File: config.mk
export PLATFORM = sky130hd
export DESIGN_NAME = imem_loader
export DESIGN_NICKNAME = d
export VERILOG_FILES = /design/src/rtl/imem_loader_pkg.sv /design/src/rtl/byte_word_packer.sv /design/src/rtl/imem_loader.sv
export SDC_FILE = /design/constraint.sdc
export NUM_CORES = 1
export LEC_CHECK = 0
export CAP_MARGIN = 15
export CORE_MARGIN = 10
export CORE_UTILIZATION = 40
export DETAILED_ROUTE_END_ITERATION = 8
export PLACE_DENSITY = 0.7
export SETUP_SLACK_MARGIN = 0.5
export SYNTH_ARGS = -nofsm -noshare
export SYNTH_HDL_FRONTEND = slang
export SYNTH_SLANG_ARGS = --single-unit
File: constraint.sdc
create_clock -name clk -period 3.5 [get_ports clk]
set_clock_uncertainty 0.05 [all_clocks]
set_input_delay 0.525 -clock clk [delete_from_list [all_inputs] [get_ports clk]]
set_output_delay 0.525 -clock clk [all_outputs]
set_load 0.02 [all_outputs]
File: src/rtl/imem_loader_pkg.sv
// Shared types and constants for the instruction-RAM boot loader.
// Stream header is a 16-bit little-endian word count followed by 32-bit words.
package imem_loader_pkg;

   localparam int LEN_W          = 16;
   localparam int BYTES_PER_WORD = 4;

   typedef enum logic [2:0] {
      LEN_LO,
      LEN_HI,
      DATA,
      DONE,
      ERR
   } state_e;

endpackage

File: src/rtl/byte_word_packer.sv
// Little-endian byte-to-word assembler.
// word_full_o and word_o are valid together in the cycle the last byte of a word is accepted.
module byte_word_packer
   import imem_loader_pkg::*;
(
   input  logic        clk,
   input  logic        reset_n,
   input  logic        clear_i,
   input  logic        byte_en_i,
   input  logic [7:0]  byte_i,
   output logic [31:0] word_o,
   output logic        word_full_o
);

   logic [1:0]  idx_q, idx_d;
   logic [31:0] shreg_q, shreg_d;

   always_comb begin
      idx_d   = idx_q;
      shreg_d = shreg_q;
      if (clear_i) begin
         idx_d = '0;
      end else if (byte_en_i) begin
         idx_d   = idx_q + 2'd1;
         shreg_d = {byte_i, shreg_q[31:8]};
      end
   end

   // Shifting in from the top leaves the first byte at [7:0] after four bytes.
   assign word_full_o = byte_en_i && !clear_i && (idx_q == 2'(BYTES_PER_WORD - 1));
   assign word_o      = {byte_i, shreg_q[31:8]};

   always_ff @(posedge clk or negedge reset_n) begin
      if (!reset_n) begin
         idx_q   <= '0;
         shreg_q <= '0;
      end else begin
         idx_q   <= idx_d;
         shreg_q <= shreg_d;
      end
   end

endmodule

File: src/rtl/imem_loader.sv
// Boot-time loader: fills instruction RAM from a length-prefixed byte stream,
// stalling the core until done, then hands the RAM address port to fetch.
//
// state  | meaning
// LEN_LO | waiting for low byte of word count
// LEN_HI | waiting for high byte of word count; validates length
// DATA   | packing bytes into words and writing them to RAM
// DONE   | image loaded, core running from RAM
// ERR    | invalid length received, core held stalled
module imem_loader
   import imem_loader_pkg::*;
#(
   parameter int DEPTH  = 64,
   parameter int ADDR_W = 6
) (
   input  logic              clk,
   input  logic              reset_n,
   input  logic              byte_valid,
   input  logic [7:0]        byte_data,
   output logic              byte_ready,
   input  logic              restart,
   input  logic [31:0]       pc,
   output logic [ADDR_W-1:0] mem_addr,
   output logic              mem_we,
   output logic [31:0]       mem_wd,
   output logic              cpu_stall,
   output logic              load_done,
   output logic              load_err
);

   localparam logic [ADDR_W:0] WCNT_ONE = 1;

   state_e             state_q, state_d;
   logic [LEN_W-1:0]   len_q, len_d, len_hdr;
   logic [ADDR_W:0]    wcnt_q, wcnt_d;
   logic               we_q, we_d;
   logic [31:0]        wd_q, wd_d;
   logic               xfer, word_full, last_word;
   logic [31:0]        word;

   assign byte_ready = (state_q == LEN_LO) || (state_q == LEN_HI) || (state_q == DATA);
   assign xfer       = byte_valid && byte_ready;
   assign len_hdr    = {byte_data, len_q[7:0]};
   assign last_word  = (LEN_W'(wcnt_q) == (len_q - LEN_W'(1)));

   byte_word_packer u_packer (
      .clk         (clk),
      .reset_n     (reset_n),
      .clear_i     (state_q != DATA),
      .byte_en_i   (xfer && (state_q == DATA)),
      .byte_i      (byte_data),
      .word_o      (word),
      .word_full_o (word_full)
   );

   always_comb begin
      state_d = state_q;
      len_d   = len_q;
      wcnt_d  = wcnt_q;
      we_d    = 1'b0;
      wd_d    = wd_q;
      if (word_full) begin
         we_d = 1'b1;
         wd_d = word;
      end
      case (state_q)
         LEN_LO: if (xfer) begin
            len_d   = LEN_W'(byte_data);
            state_d = LEN_HI;
         end
         LEN_HI: if (xfer) begin
            len_d = len_hdr;
            if ((len_hdr == '0) || (len_hdr > LEN_W'(DEPTH))) state_d = ERR;
            else                                             state_d = DATA;
         end
         // The counter advances on the write cycle, so it addresses the word being written.
         DATA: if (we_q) begin
            wcnt_d = wcnt_q + WCNT_ONE;
            if (last_word) state_d = DONE;
         end
         DONE, ERR: if (restart) begin
            state_d = LEN_LO;
            len_d   = '0;
            wcnt_d  = '0;
         end
         default: state_d = LEN_LO;
      endcase
   end

   always_ff @(posedge clk or negedge reset_n) begin
      if (!reset_n) begin
         state_q <= LEN_LO;
         len_q   <= '0;
         wcnt_q  <= '0;
         we_q    <= 1'b0;
         wd_q    <= '0;
      end else begin
         state_q <= state_d;
         len_q   <= len_d;
         wcnt_q  <= wcnt_d;
         we_q    <= we_d;
         wd_q    <= wd_d;
      end
   end

   assign mem_we    = we_q;
   assign mem_wd    = wd_q;
   assign cpu_stall = (state_q != DONE);
   assign load_done = (state_q == DONE);
   assign load_err  = (state_q == ERR);

   always_comb begin
      if (!cpu_stall)             mem_addr = pc[ADDR_W+1:2];
      else if (state_q == DATA)   mem_addr = wcnt_q[ADDR_W-1:0];
      else                        mem_addr = '0;
   end

   wire unused_pc = ^{pc[31:ADDR_W+2], pc[1:0]};

endmodule

### After elaboration in Yosys (flattened, before gate mapping)

Cells that the tools add are included.

* add/sub/neg operators: 3
* magnitude comparators: 1
* equal/unequal tests: 13
* muxes and demuxes: 19
* bitwise logic cells: 2
* reduce and logical (&&, ||, !) cells: 20

Operators with widths (number)
* $mux W16: 3
* $pmux W16 S3: 1
* $mux W3: 6
* $eq A7 B16 Y1: 1
* $gt A16 B7 Y1 const B: 1
* $logic_not A16 Y1: 1
* $sub A16 B1 Y16 const B: 1
* $mux W7: 2
* $pmux W7 S2: 1
* $mux W6: 2
* $pmux W3 S4: 1
* $ne A2 B2 Y1 const B: 5
* $reduce_and A4 Y1: 2
* $add A7 B1 Y7 const B: 1
* $eq A3 B2 Y1 const B: 2
* $ne A3 B2 Y1 const B: 2
* $reduce_bool A2 Y1: 3
* $reduce_and A5 Y1: 1
* $logic_and A1 B1 Y1: 4
* $mux W2: 2
* $eq A3 B1 Y1 const B: 1
* $eq A3 B3 Y1 const B: 1
* $logic_not A3 Y1: 1
* $logic_or A1 B1 Y1: 3
* 9 further kinds: 10

* bits in registers: 93
* word-level logic and storage cells: 66

### Depth between registers and ports, before layout

Gate-level depths: netlist of run 1.

* depth in word-level cells: 8
* mapped depth: 8

### Cells and area by module

From an unflattened synthesis of run 1, not the netlist that was laid out.

* cell total of the unflattened synthesis: 358
* area total of the unflattened synthesis: 4192.8 µm²

By module, submodules not included
* imem_loader: times used 1, cells an instance 290, area each 3030.4 µm², sequential area each 1476.4 µm²
* byte_word_packer: times used 1, cells an instance 68, area each 1162.4 µm², sequential area each 650.6 µm²

### Worst setup path before layout of run 1

OpenSTA, ideal clock, no wires.

* kind: register to register
* start point: register len_q[0]
* end point: register state_q[0]
* data arrival time: 1.895 ns
* data required time: 3.360 ns
* setup slack: 1.465 ns
* stages on the path, launching flop included: 9
* buffers on the path: 1
* clock period less this slack: 2.035 ns
* cell sequence: dfrtp_1 -> buf_6 -> inv_1 -> ha_1 -> o21bai_1 -> a311oi_1 -> a21oi_1 -> or4_4 -> o31ai_4

* word-level cells in the longest chain between the ends: 4

RTL lines
* start, declared: RTL line imem_loader.sv:34 `logic [LEN_W-1:0] len_q, len_d, len_hdr;`
* start signal, assigned: RTL line imem_loader.sv:99 `len_q <= len_d;`
* $sub A16 B1 Y16: RTL line imem_loader.sv:44 `assign last_word = (LEN_W'(wcnt_q) == (len_q - LEN_W'(1)));`
* $eq A7 B16 Y1: RTL line imem_loader.sv:44
* $ne A2 B2 Y1 (no line)
* $reduce_and A5 Y1 (no line)
* end signal, assigned: RTL line imem_loader.sv:98 `state_q <= state_d;`
* end, declared: RTL line imem_loader.sv:33 `state_e state_q, state_d;`

No other way between the ends.
A chain may end at the register's enable or synchronous reset.

### Worst setup path after layout of run 1

* start point: register state_q[0]
* end point: output mem_addr[4]

* word-level cells in the longest chain between the ends: 3
* elaborated cells on any way between the ends: 4

RTL lines
* $eq A3 B2 Y1: RTL line imem_loader.sv:114 `else if (state_q == DATA) mem_addr = wcnt_q[ADDR_W-1:0];`
* $mux W6: RTL line imem_loader.sv:114
* $mux W6 *: RTL line imem_loader.sv:113 `if (!cpu_stall) mem_addr = pc[ADDR_W+1:2];`
* end, declared: RTL line imem_loader.sv:23 `output logic [ADDR_W-1:0] mem_addr,`

Every way passes the cells marked *; elsewhere a longest branch is shown, timed or not.

==> results of run 1 <==
==> registers in the layout, summed over array words and instances (netlist names) <==
signal            count
len_q                16
mem_wd               32
mem_we                1
state_q               3
u_packer.idx_q        2
u_packer.shreg_q     24
wcnt_q                7
==> power by group through the flow <==
| stage | clock, mW | sequential, mW | combinational (mW) |
|---|---|---|---|
| 2_1_floorplan | 0 | 1.18 | 0.559 |
| 3_3_place_gp | 0 | 1.24 | 0.662 |
| 3_5_place_dp | 0 | 1.25 | 0.685 |
| 4_1_cts | 0.710 | 1.23 | 0.692 |
| 5_1_grt | 0.751 | 1.26 | 0.776 |
| 6_report | 0.690 | 1.24 | 0.694 |
==> final cells by class <==
type / instances / area, um^2 / area share (%)
tap: 129 / 161 / 3.35
timing repair buffer: 65 / 658 / 13.7
sequential: 85 / 2130 / 44.2
clock buffer: 9 / 124 / 2.57
inverter: 13 / 48.8 / 1.01
clock inverter: 6 / 71.3 / 1.48
multi-input combinational: 215 / 1620 / 33.7
==> kinds of logic after synthesis <==
group | after synthesis
AND/OR/NAND/NOR | 87
multiplexers | 60
buffers and inverters | 28
flip-flops | 85
adder cells (fa/ha/maj) | 4
AO/OA/AOI/OAI | 51
XOR/XNOR | 13
==> per-stage QoR <==
step	total power, mW	utilization, %	hold WS [ps]	cells	setup slack, ps
detailed placement	1.93	49.0	423	505	831
global placement	1.91	49.0	416	505	872
finish	2.62	51.6	437	522	674
CTS	2.63	51.1	372	520	603
global route	2.78	51.6	455	522	515
floorplan	1.74	-	179	328	1460
==> synth_stat cells, types with 2 or more instances <==
library cell	n
ha_1	4
nand3_1	12
dfrtp_1	85
a21oi_1	7
nor2b_1	2
nor2_1	11
clkbuf_1	7
a22o_1	7
xor2_1	6
inv_1	13
o21ai_0	4
xnor2_1	7
a31oi_1	2
mux2_1	32
nand2_1	31
o21ai_1	17
buf_2	6
and2_1	2
nor4_1	3
nand2b_1	5
o211ai_1	2
mux2i_1	4
or3_1	3
nor3_1	9
mux2_2	24
==> worst min-delay path by stage <==
stage	end	slack, ps	from	cells after the start
final	mem_wd[6]	440	u_packer.shreg_q[14]	1
after global routing	mem_wd[6]	450	u_packer.shreg_q[14]	1
after CTS	mem_wd[14]	370	reset_n	1
after detailed placement	mem_wd[6]	420	u_packer.shreg_q[14]	1
after global placement	mem_wd[1]	420	u_packer.shreg_q[9]	1
after floorplan	len_q[0]	180	reset_n	0
==> metal layers <==
metal | vias up | part of all wire [%] | GRT usage, %
met5 | - | 0 | 0
met4 | 0 | 1.1 | 3.94
met3 | 6 | 6.1 | 3.24
met2 | 63 | 47 | 18.5
met1 | 1316 | 46 | 14.7
li1 | 1279 | - | -
==> timing repair <==
| item | CTS | global route |
|---|---|---|
| gates resized for setup | 2 | 2 |
| endpoints found under the hold margin | 0 | 9 |
| hold buffers | 0 | 1 |
| endpoints found under the setup margin | 6 | 6 |
==> impl_metrics.env, run 1 <==
export IMPL_status="finished, final reports clean"
export IMPL_worstSkewPairLatency_ps=340
export IMPL_critPathTopFamily="flip-flops"
export IMPL_finalHoldViolations=0
export IMPL_routed_wl_um=8160
export IMPL_p_sw_mw=0.902
export IMPL_crit_path_max_incr_delay_ps=610
export IMPL_place_congestion=0.884
export IMPL_drt_first_pass_iters=4
export IMPL_clockPowerShare_pct=26.3
export IMPL_synth_area_top_cells="dfrtp_1 (55%), mux2_1 (9.3%), mux2_2 (7.0%), nand2_1 (3.0%), o21ai_1 (2.2%)"
export IMPL_critPathRequiredTime_ps=2920
export IMPL_synth_top_family_by_area="multiplexers"
export IMPL_cp_num_buf_inv=1
export IMPL_grt_overflow=0
export IMPL_cp_endpoint="mem_addr[4]"
export IMPL_sw_frac_of_total_pct=34.4
export IMPL_max_freq_mhz=354
export IMPL_n_fill_cell=830
export IMPL_synth_cell_types=48
export IMPL_drc=0
export IMPL_p_leak_nw=2.21
export IMPL_cts_buffers=9
export IMPL_crit_type="flop to output port"
export IMPL_fp_dieArea_um2=14000
export IMPL_final_cell_mix="dfrtp_1 (84), clkdlybuf4s50_1 (59), mux2_1 (32)"
export IMPL_drtIter0Drc=150
export IMPL_cp_end_kind="output port"
export IMPL_cts_path_max_buffers=2
export IMPL_ios=87
export IMPL_yosys_area_top_type="dfrtp_1"
export IMPL_dp_hpwl_um=5710
export IMPL_slowest_stage="dfrtp_1"
export IMPL_cts_setup_buffers=0
export IMPL_layout_commonest_cell="dfrtp_1"
export IMPL_worst_path_stages=4
export IMPL_slew_headroom_pct=62.5
export IMPL_r2r_end="state_q[0]"
export IMPL_fin_crit_ps=2830
export IMPL_synth_fa_ha_area_share_pct=1.30
export IMPL_muxShareOfSynthArea_pct=17.4
export IMPL_grt_antenna_before_repair=0
export IMPL_startpoint_type="flop"
export IMPL_portBuffers=60
export IMPL_min_path_type="flop to flop"
export IMPL_clk_pin_slew_worst_paths_ps=90
export IMPL_ys_warn_count=0
export IMPL_p_comb_share_pct=26.5
export IMPL_worstRegToRegCells=7
export IMPL_power_density_nw_per_um2=544
export IMPL_die_h_um=118
export IMPL_rows=35
export IMPL_yosys_area_top_type_share_pct=55.1
export IMPL_coreArea_um2=9330
export IMPL_fp_dieW_um=118
export IMPL_cts_tree="built"
export IMPL_layout_nets=437
export IMPL_p_int_mw=1.72
export IMPL_grt_usage_pct=11.6
export IMPL_fin_tns_setup_ps=0
export IMPL_synth_simple_area_share_pct=11.2
export IMPL_drv_cap=0
export IMPL_ys_seq_elements=85
export IMPL_vias=2664
export IMPL_cts_sinks=85
export IMPL_grt_pass1_vias=2674
export IMPL_tightestPinTransition_ps=563
export IMPL_syn_area_um2=3860
export IMPL_ys_flop_type="dfrtp_1"
export IMPL_synth_compound_area_share_pct=8.89
export IMPL_synthXorXnorAreaFrac_pct=2.95
export IMPL_rsz0062_at_grt="no"
export IMPL_vias_per_cell=5.10
export IMPL_seq_power_share_pct=47.2
export IMPL_r2r_start="len_q[0]"
export IMPL_path_cells="nand2_1, nor2_2, a22o_1, clkdlybuf4s50_1"
export IMPL_cts_root_buf="clkbuf_8"
export IMPL_async_flop_share_pct=100
export IMPL_drv_slew=0
export IMPL_ff2ff_setup_slack_ps=1200
export IMPL_ys_seq_area_share_pct=55.1
export IMPL_crit_fanout=14
export IMPL_ant_nets=0
export IMPL_dpl_cell_area_um2=4570
export IMPL_fin_area_um2=4810
export IMPL_drt_wirelength_per_cell_um=15.6
export IMPL_grt_max_degree=86
export IMPL_crit_path_start="state_q[0]"
export IMPL_setup_violations=0
export IMPL_cp_arrival_ps=2250
export IMPL_initial_utilization_pct=41.4
export IMPL_irDropWorstVdd_mv=0.288
export IMPL_area_growth_pct=24.8
export IMPL_syn_nets=376
export IMPL_drive_gt1_share_pct=13.0
export IMPL_diodes=0
export IMPL_synth_edf_count=0
export IMPL_grt_pass1_wl_um=13600
export IMPL_avgSynthCellArea_um2=11.8
export IMPL_finalCritPeriodShare_pct=80.7
export IMPL_h_tree_depth=3
export IMPL_synthCells=328
No activity file was read; power rests on OpenSTA's default activity.
==> run 2, diff against run 1 <==
--- a/config.mk
+++ b/config.mk
@@ -9,7 +9,7 @@
 export CORE_MARGIN = 10
 export CORE_UTILIZATION = 40
 export DETAILED_ROUTE_END_ITERATION = 8
-export PLACE_DENSITY = 0.7
+export PLACE_DENSITY = 0.72
 export SETUP_SLACK_MARGIN = 0.5
 export SYNTH_ARGS = -nofsm -noshare
 export SYNTH_HDL_FRONTEND = slang
==> constraint.sdc (replaced) <==
create_clock -name clk -period 2.45 [get_ports clk]
set_clock_uncertainty 0.05 [all_clocks]
set_input_delay 0.3675 -clock clk [delete_from_list [all_inputs] [get_ports clk]]
set_output_delay 0.3675 -clock clk [all_outputs]
set_load 0.02 [all_outputs]
==> run 2 against run 1 <==
- cell area increased by 3.9%
- largest cell class unchanged
- non-clock buffer count increased by 19
- count of clock-buffer cells in the layout unchanged
- first-iteration DRC count decreased by 33%
- sequential share of layout area decreased by 1.5 points
- worst hold slack improved by 1.9 ps
- critical endpoint is now state_q[0]
- critical path depth increased by 1
- utilization increased by 2.0 points
- final cell count increased by 3.8%
- clock power increased by 48%
- via count increased by 4.1%
==> impl_metrics.env, run 2 (synthesis results as in run 1) <==
export IMPL_drc=0
export IMPL_layout_commonest_cell="dfrtp_1"
export IMPL_n_fill_cell=815
export IMPL_multi_input_area_um2=1680
export IMPL_grt_pass1_wl_um=14600
export IMPL_crit_path_max_incr_delay_ps=540
export IMPL_initial_utilization_pct=41.4
export IMPL_largest_reg_flops=32
export IMPL_drtIter0Drc=100
export IMPL_die_h_um=118
export IMPL_worstSkewPairLatency_ps=350
export IMPL_min_to="mem_wd[1]"
export IMPL_vias=2772
export IMPL_routed_wl_um=8550
export IMPL_portBuffers=60
export IMPL_power_density_nw_per_um2=801
export IMPL_r2r_start="len_q[3]"
export IMPL_vias_per_cell=5.11
export IMPL_layout_area_seq_um2=2130
export IMPL_r2r_end="state_q[0]"
export IMPL_cts_sinks=85
export IMPL_slew_headroom_pct=58.5
export IMPL_ff2ff_setup_slack_ps=500
export IMPL_crit_fanout=6
export IMPL_grt_usage_pct=12.5
export IMPL_irDropWorstVdd_mv=0.454
export IMPL_layout_nets=456
export IMPL_cp_num_buf_inv=0
export IMPL_final_core_util_pct=53.6
export IMPL_fin_tns_setup_ps=0
export IMPL_grt_max_degree=47
export IMPL_drt_wirelength_per_cell_um=15.8
export IMPL_diodes=0
export IMPL_fp_dieW_um=118
export IMPL_cp_end_kind="flop"
export IMPL_finalCritPeriodShare_pct=79.4
export IMPL_status="finished, final reports clean"
export IMPL_finalHoldViolations=0
export IMPL_path_cells="nor4_4, nand2_1, xnor2_1, or4_4, o31ai_4"
export IMPL_grt_overflow=0
export IMPL_p_leak_nw=2.34
export IMPL_drive_gt1_share_pct=22.3
export IMPL_drt_first_pass_iters=4
export IMPL_cts_root_buf="clkbuf_8"
export IMPL_fp_dieArea_um2=14000
export IMPL_min_path_type="flop to flop"
export IMPL_drv_cap=0
export IMPL_grt_antenna_before_repair=0
export IMPL_coreArea_um2=9330
export IMPL_worstRegToRegCells=5
export IMPL_ant_nets=0
export IMPL_cp_arrival_ps=2160
export IMPL_rsz0062_at_grt="yes"
export IMPL_area_growth_pct=29.6
export IMPL_cts_tree="built"
export IMPL_ios=87
export IMPL_critPathRequiredTime_ps=2670
export IMPL_min_delay_start="u_packer.shreg_q[9]"
export IMPL_slowest_stage="or4_4"
export IMPL_h_tree_depth=3
export IMPL_startpoint_type="flop"
export IMPL_grt_pass1_vias=2925
export IMPL_cts_path_max_buffers=2
export IMPL_clk_pin_slew_worst_paths_ps=90
export IMPL_dpl_worst_slack_ps=256
export IMPL_whs_path_depth=1
export IMPL_max_freq_mhz=514
export IMPL_place_congestion=0.863
export IMPL_crit_type="flop to flop"
export IMPL_setup_ws_ps=505
export IMPL_dp_hpwl_um=6210
export IMPL_fin_crit_ps=1950
export IMPL_cts_buffers=9
export IMPL_critPathTopFamily="simple AND/OR/NAND/NOR gates"
export IMPL_drv_slew=0
export IMPL_rows=35
export IMPL_setup_violations=0
export IMPL_tightestPinTransition_ps=620
export IMPL_final_cell_mix="dfrtp_1 (79), clkdlybuf4s50_1 (49), mux2_1 (32)"
-- run 2: cell types whose count changed in the layout (fill, tap and decap cells not counted), moves of 3 or more --
cell,before,now
buf_4,4,22
clkdlybuf4s50_1,59,49
buf_2,0,5
dfrtp_1,84,79
dfrtp_2,1,6
buf_6,0,3
dlygate4sd2_1,0,3
-- run 2: worst reg2reg max path: cells and delay by family, from the launching register on --
family	cells	cell delay, ps
AOI/OAI and AO/OA	1	180
DFF	1	450
and+or+nand+nor	3	1070
xor gates and xnor gates	1	130
-- run 2: report_power, final --
group	internal, mW	leakage (nW)	switching [mW]
Combinational	0.578	1.09	0.683
Clock	0.487	0.103	0.529
Sequential	1.56	1.15	0.173
Total	2.62	2.34	1.39
-- run 2: area by class of cell --
class                           instances  area share, %
Tap cell                              129           3.23
Clock inverter                          7           1.60
Sequential cell                        85           42.7
Clock buffer                            9           2.48
Inverter                               13          0.976
Multi-Input combinational cell        215           33.6
Timing Repair Buffer                   84           15.4
-- run 2: worst max path at each step --
stage | startpoint | end | slack, ps | cells past startpoint
after floorplan | len_q[1] | state_q[0] | 510 | 7
after global placement | byte_valid | mem_wd[7] | 280 | 6
after detailed placement | byte_valid | mem_wd[15] | 260 | 6
after CTS | state_q[0] | mem_addr[4] | 410 | 5
after global routing | len_q[3] | state_q[0] | 420 | 5
final | len_q[3] | state_q[0] | 500 | 5
-- run 2: layer usage --
metal / share of wire, % / routed length (um) / global-route usage, %
met5: 0 / 0 / 0
met4: 0.58 / 50 / 3.48
met3: 4.7 / 406 / 3.47
met2: 49 / 4220 / 21.0
met1: 45 / 3870 / 15.4
-- run 2: through the flow --
stage / instances / power, mW / cell area (um^2) / hold WS (ps)
floorplan: 328 / 2.51 / 3870 / 21.9
global placement: 516 / 2.80 / 4680 / 321
detailed placement: 516 / 2.85 / 4680 / 333
CTS: 536 / 3.95 / 4920 / 444
global route: 542 / 4.25 / 5000 / 456
finish: 542 / 4.01 / 5000 / 439
-- run 2: timing repair --
action                                  in CTS  in global routing
hold buffers                                 1                  0
endpoints found under the setup margin      12                 12
pin swaps                                    3                  4
endpoints found under the hold margin       39                  0
buffers inserted                             3                  6
gates resized for setup                     41                 13
